File: src/rtl/flag_branch_unit.sv
// Architectural flag register, branch-condition evaluator and flag save/restore
// LIFO for the MicroUAZ sequencer. ALU flags are forwarded into the same cycle.
module flag_branch_unit #(
  parameter int DEPTH = 4,
  parameter int PTR_W = 3
) (
  input  logic       clk,
  input  logic       rst,
  input  logic [2:0] flags_in,
  input  logic       flag_we,
  input  logic       branch_req,
  input  logic [2:0] cond,
  input  logic       push,
  input  logic       pop,
  output logic [2:0] flags_q,
  output logic       branch_valid,
  output logic       branch_taken,
  output logic       stack_empty,
  output logic       stack_full,
  output logic       stack_err
);

  localparam logic [PTR_W-1:0] SP_MAX = PTR_W'(DEPTH);
  localparam logic [PTR_W-1:0] SP_ONE = PTR_W'(1);

  // Sized to the full pointer range so sp indexes it without truncation.
  logic [2:0]       stack [2**PTR_W];
  logic [PTR_W-1:0] sp;
  logic [PTR_W-1:0] sp_next_p0;
  logic [2:0]       eff_p0;
  logic             hit_p0;
  logic             push_ok_p0;
  logic             pop_ok_p0;
  logic             err_p0;

  // Flag layout: [0]=C, [1]=Z, [2]=N.
  function automatic logic cond_hit(input logic [2:0] c, input logic [2:0] f);
    logic r;
    case (c)
      3'b000:  r = 1'b1;
      3'b001:  r = f[1];
      3'b010:  r = ~f[1];
      3'b011:  r = f[0];
      3'b100:  r = ~f[0];
      3'b101:  r = f[2];
      3'b110:  r = ~f[2];
      default: r = 1'b0;
    endcase
    return r;
  endfunction

  always_comb begin
    eff_p0     = flag_we ? flags_in : flags_q;
    hit_p0     = cond_hit(cond, eff_p0);
    push_ok_p0 = push & ~pop & (sp != SP_MAX);
    pop_ok_p0  = pop & ~push & (sp != '0);
    err_p0     = (push | pop) & ~push_ok_p0 & ~pop_ok_p0;
    sp_next_p0 = sp;
    if (push_ok_p0)
      sp_next_p0 = sp + SP_ONE;
    else if (pop_ok_p0)
      sp_next_p0 = sp - SP_ONE;
  end

  // Stage p0 -> registered outputs
  always_ff @(posedge clk or posedge rst) begin
    if (rst) begin
      flags_q      <= 3'b000;
      branch_valid <= 1'b0;
      branch_taken <= 1'b0;
      sp           <= '0;
      stack_empty  <= 1'b1;
      stack_full   <= 1'b0;
      stack_err    <= 1'b0;
    end else begin
      branch_valid <= branch_req;
      if (branch_req)
        branch_taken <= hit_p0;
      if (pop_ok_p0)
        flags_q <= stack[sp - SP_ONE];
      else if (flag_we)
        flags_q <= flags_in;
      sp          <= sp_next_p0;
      stack_empty <= (sp_next_p0 == '0);
      stack_full  <= (sp_next_p0 == SP_MAX);
      stack_err   <= err_p0;
    end
  end

  // Stack storage is data only; contents after reset are don't-care.
  always_ff @(posedge clk) begin
    if (!rst && push_ok_p0)
      stack[sp] <= eff_p0;
  end

endmodule

File: config.mk
export PLATFORM = sky130hd
export DESIGN_NAME = flag_branch_unit
export DESIGN_NICKNAME = d
export VERILOG_FILES = /design/src/rtl/flag_branch_unit.sv
export SDC_FILE = /design/constraint.sdc
export NUM_CORES = 1
export LEC_CHECK = 0
export ABC_AREA = 1
export BUFFER_PORTS_ARGS = -buffer_cell sky130_fd_sc_hd__buf_2
export CAP_MARGIN = 40
export CORE_MARGIN = 1
export CORE_UTILIZATION = 60
export CTS_CLUSTER_SIZE = 25
export DETAILED_ROUTE_END_ITERATION = 10
export PLACE_DENSITY_LB_ADDON = 0.12
export SLEW_MARGIN = 20
export SYNTH_ARGS = -nofsm -noshare
export SYNTH_HDL_FRONTEND = slang
export SYNTH_SLANG_ARGS = --single-unit
File: constraint.sdc
create_clock -name clk -period 5.8 [get_ports clk]
set_input_delay 0.29 -clock clk [delete_from_list [all_inputs] [get_ports clk]]
set_output_delay 0.29 -clock clk [all_outputs]
set_load 0.1 [all_outputs]
; Word level (Yosys, flattened, before mapping)
; Memory sizes are Yosys's and may differ from the RTL's.
; Index checks and enable logic that the tools add are counted.
[word_totals]
regBits = 11
ramBits = 24
in_bits = 12
out_inout_bits = 8
word_cells = 44
mem_count = 1
[memory_table]
columns = memory, words, word_bits, read_ports, rd_clocked_by_memory_dff, wr, line
row1 = stack, 8, 3, 1, 0, 1, 27  ; logic [2:0] stack [2**PTR_W];
[op_classes]
add_sub_neg = 2
eq_ne = 8
mux = 7
bitwise = 14
n_reduce_logical = 5
[op_table]
columns = operator, n
row1 = $eq 3x3->1 const B, 4
row2 = $mux 3, 4
row3 = $not 1->1, 7
row4 = $pmux 1 s7, 1
row5 = $and 1x1->1, 6
row6 = $eq 3x2->1 const B, 2
row7 = $logic_not 3->1, 2
row8 = $add 3x1->3 const B, 1
row9 = $eq 3x1->1 const B, 1
row10 = $ne 3x3->1 const B, 1
row11 = $reduce_bool 3->1, 1
row12 = $sub 3x1->3 const B, 1
row13 = $mux 1, 2
row14 = $logic_and 1x1->1, 1
row15 = $logic_not 1->1, 1
row16 = $or 1x1->1, 1

; Logic depth before layout (Yosys ltp)
[depth]
ltp_word = 6
mapped_depth = 10

; Least setup slack after synthesis
; No wires, ideal clock.
[synth_timing]
kind = reg-to-reg
startpoint = register sp[0]
endpoint = memory stack[6][0], enable pin
arrival_time_ns = 1.644
setup_slack_ns = 3.811
path_stages_with_launch = 9
synth_period_minus_slack_ns = 1.989
path_cell_list = dfrtp_1 inv_1 buf_2 ha_1 nand2_1 nand3_2 nor2_1 nand2_1 nor3_1
[synth_via]
elab_chain_len = 5
[synth_lines]
columns = item, line
row1 = "start, declared", 28  ; logic [PTR_W-1:0] sp;
row2 = "start signal, assigned", 83  ; sp <= sp_next_p0;
row3 = $ne 3x3->1, 55  ; push_ok_p0 = push & ~pop & (sp != SP_MAX);
row4 = $and 1x1->1, 55
row5 = $logic_and 1x1->1, 92  ; if (!rst && push_ok_p0)
row6 = $mux 1, 92
row7 = $mux 1 (not written as such), 93  ; stack[sp] <= eff_p0;
row8 = "end, declared", 27
; Parallel ways exist; a longest one is shown, timed or not.

; Final worst setup path
; Ends and elaborated chain as after synthesis.

==> metrics.md <==
| Metric | Value |
|---|---|
| RSZ-0062 raised after global routing | false |
| Setup violators final | 0 |
| Root buffer cell | clkbuf_4 |
| Worst vdd ir | 570 µV |
| Post-synth EDFFs | 24 |
| Synth top cells by count | nand2_1, nor2_1, edfxtp_1, inv_1, o21ai_0 |
| Worst Hold Launch | branch_req |
| Post-synth ARST share | 0.314 |
| Startpoint types | flip-flop |
| Synthesized flop and latch total | 35 |
| Post-CTS Setup Repair Bufs | 0 |
| Area leader, netlist | edfxtp_1 |
| Overall Power | 0.00101 W |
| YS warnings | 0 |
| Vias in the first global route | around 1,400 |
| Synth-to-layout area growth | 11.0% |
| Req. time, crit path | about 5.8 ns |
| Antenna violations before repair | 0 |
| Pleak | between 0.8 and 0.9 nW |
| # IOs | 20 |
| # diodes | 0 |
| Row count | 18 |
| DR WL/cell | 15.1 µm |
| DR vias/cell | 5.62 |
| CTS tree | yes |
| Final GP Congestion | between 0.9 and 1 |
| DP Wirelength | 2750 µm |
| Status | finished, final reports clean |
| Most common cell in the netlist | nand2_1 |
| First-pass iteration count of the detailed router | 4 |
| CTS Hold Bufs | 1 |
| Slew margin rel. | 0.682 |
| Die extent in x | 55.3 µm |
| Initial Utilization | 0.663 |
| Share of the synthesized area in the top cell type | 0.423 |
| Post-DP Area | 1820 µm² |
| Total GRT Usage | 0.266 |
| Setup crit end kind | flip-flop |
| Total Wirelength | 3660 µm |
| Share of cells above drive strength 1 | 0.189 |
| Mean Syn Cell Area | 9.11 µm² |
| R2R cell count | 7 |
| Grt peak-use layer | met2 |
| Die H | 55.3 µm |
| Port buffer count | 19 |
| CTS clk-pin slew, worst paths | 0.11 ns |
| Met1 Track Usage GR | 0.326 |
| Clk Latency, worst-skew pair | 0.35 ns |
| Endpoints failing hold | 0 |
| Critical Path Source | sp[0] |
| RR Endpoint | stack[6][0] |
| Max-cap violations | 0 |
| Period utilization | 0.444 |
| Maximum fanout along the worst path | 16 |
| Final instance area | 1890 µm² |
| Met3 Usage GRT | 0.0773 |
| Die area | 3060 µm² |
| WP data arrival | 2.59 ns |
| Cell area after technology mapping | between 1500 and 2000 µm² |
| Tightest Hold Check Type | input port to flip-flop |
| Largest net degree at the start of global routing | 17 |
| CTS H-Tree Depth | 2 |
| Hold path endpoint | branch_valid |
| First-pass GRT wire length | 6180 µm |
| Final ANT Viol Nets | 0 |
| Hold depth | 1 |
| Dominant cells by area after synthesis | edfxtp_1, dfrtp_1, nand2_1 |
| GRT Residual Overflow | 0 |
| Core area | 2570 µm² |
| Cells after Synth | 187 |
| Slew @ Worst Pin | 0.477 ns |
| Prevailing post-synth register cell | edfxtp_1 |
| Met2 GRT Util | 0.448 |
| Setup TNS | 0 ns |
| Clock Skew | 0.0137 ns |
| CTS-repair resized insts | 0 |
| Post-layout util | 0.736 |
| Syn nets | 202 |
| Final Max Tran Viols | 0 |
| Reg2Reg Setup Slack | 3.22 ns |
| Synth unique cells | 24 |
| Post-synthesis sequential area ratio | 0.586 |
| R2R Path Start | sp[0] |
| 1st-iter DRT viols | between 90 and 100 |
| Final min period | around 2.6 ns |
| # nets final | 226 |
| DRC | 0 |
| DR vias | around 1,400 |
| Pwr Density | 535 nW/µm² |
| CTS buffer count | 5 |
| Clk buf depth | 2 |
| F_max | 388 MHz |
| Crit Path Class | flip-flop to flip-flop |
| Clock sink count | 35 |
[flip-flops by register name, summed over array words and instances (netlist names)]
signal	count
branch_taken	1
branch_valid	1
flags_q	3
sp	3
stack	24
stack_empty	1
stack_err	1
stack_full	1
[worst max-delay path, cell delays in order (launching register included)]
cell and delay [ns]:
dfrtp_1 0.66, inv_1 0.32, ha_1 0.34, nand2_1 0.11, nand3_2 0.15, nor2_1 0.18, nand2_1 0.14, nor3_1 0.35
[routing by layer]
layer	up-vias	wire, µm
met5	-	0
met4	0	67
met3	10	302
met2	67	1900
met1	629	1390
li1	655	-
[cell usage in the layout (no fill, tap or decap), types with 2 or more instances in the layout]
cell type	count
edfxtp_1	24
inv_2	2
a21oi_1	2
nor3_1	2
nand2_2	4
nand4_1	2
inv_1	17
clkinv_4	2
nand2_1	42
nand3_1	12
ha_1	3
o21ai_0	13
dfrtp_1	10
clkbuf_4	5
nor2_1	41
nand3_2	2
buf_2	19
[through the flow]
stage / cells / hold WS (ns) / setup WS [ns]
after floorplan: 187 / 0.142 / 3.81
after global placement: 233 / 0.300 / 3.41
after detailed placement: 233 / 0.318 / 3.25
after CTS: 242 / 0.0693 / 3.23
after global routing: 242 / 0.0607 / 2.98
final: 242 / 0.0802 / 3.22
[worst max path at each step]
stage / endpoint / slack, ns
final: stack[6][0] / 3.22
after global routing: stack[6][0] / 2.98
after CTS: stack[6][0] / 3.23
after detailed placement: stack[6][0] / 3.25
after global placement: stack[6][0] / 3.41
after floorplan: stack[6][0] / 3.81
[kinds of logic (layout without fill, tap and decap cells)]
group	after synthesis	count (layout)	synth area share
and+or+nand+nor	107	107	0.275
AOI/OAI and AO/OA	17	17	0.0522
adders and majority gates	3	3	0.0220
buffers and inverters	23	48	0.0551
DFF	35	35	0.586
xor gates and xnor gates	2	2	0.0103
[report_power, final]
group,internal [W],total [W],switching (W)
Clock,0.0000485,0.000137,0.0000884
Sequential,0.000316,0.000353,0.0000371
Combinational,0.000128,0.000521,0.000394
[layout make-up]
cell class	count	area (µm²)
sequential	35	997
fill	219	677
multi-input combinational	129	612
timing repair buffer	20	105
inverter	20	76.3
clock buffer	5	37.5
tap	30	37.5
clock inverter	3	25.0
Power figures use the tool's default switching activity.
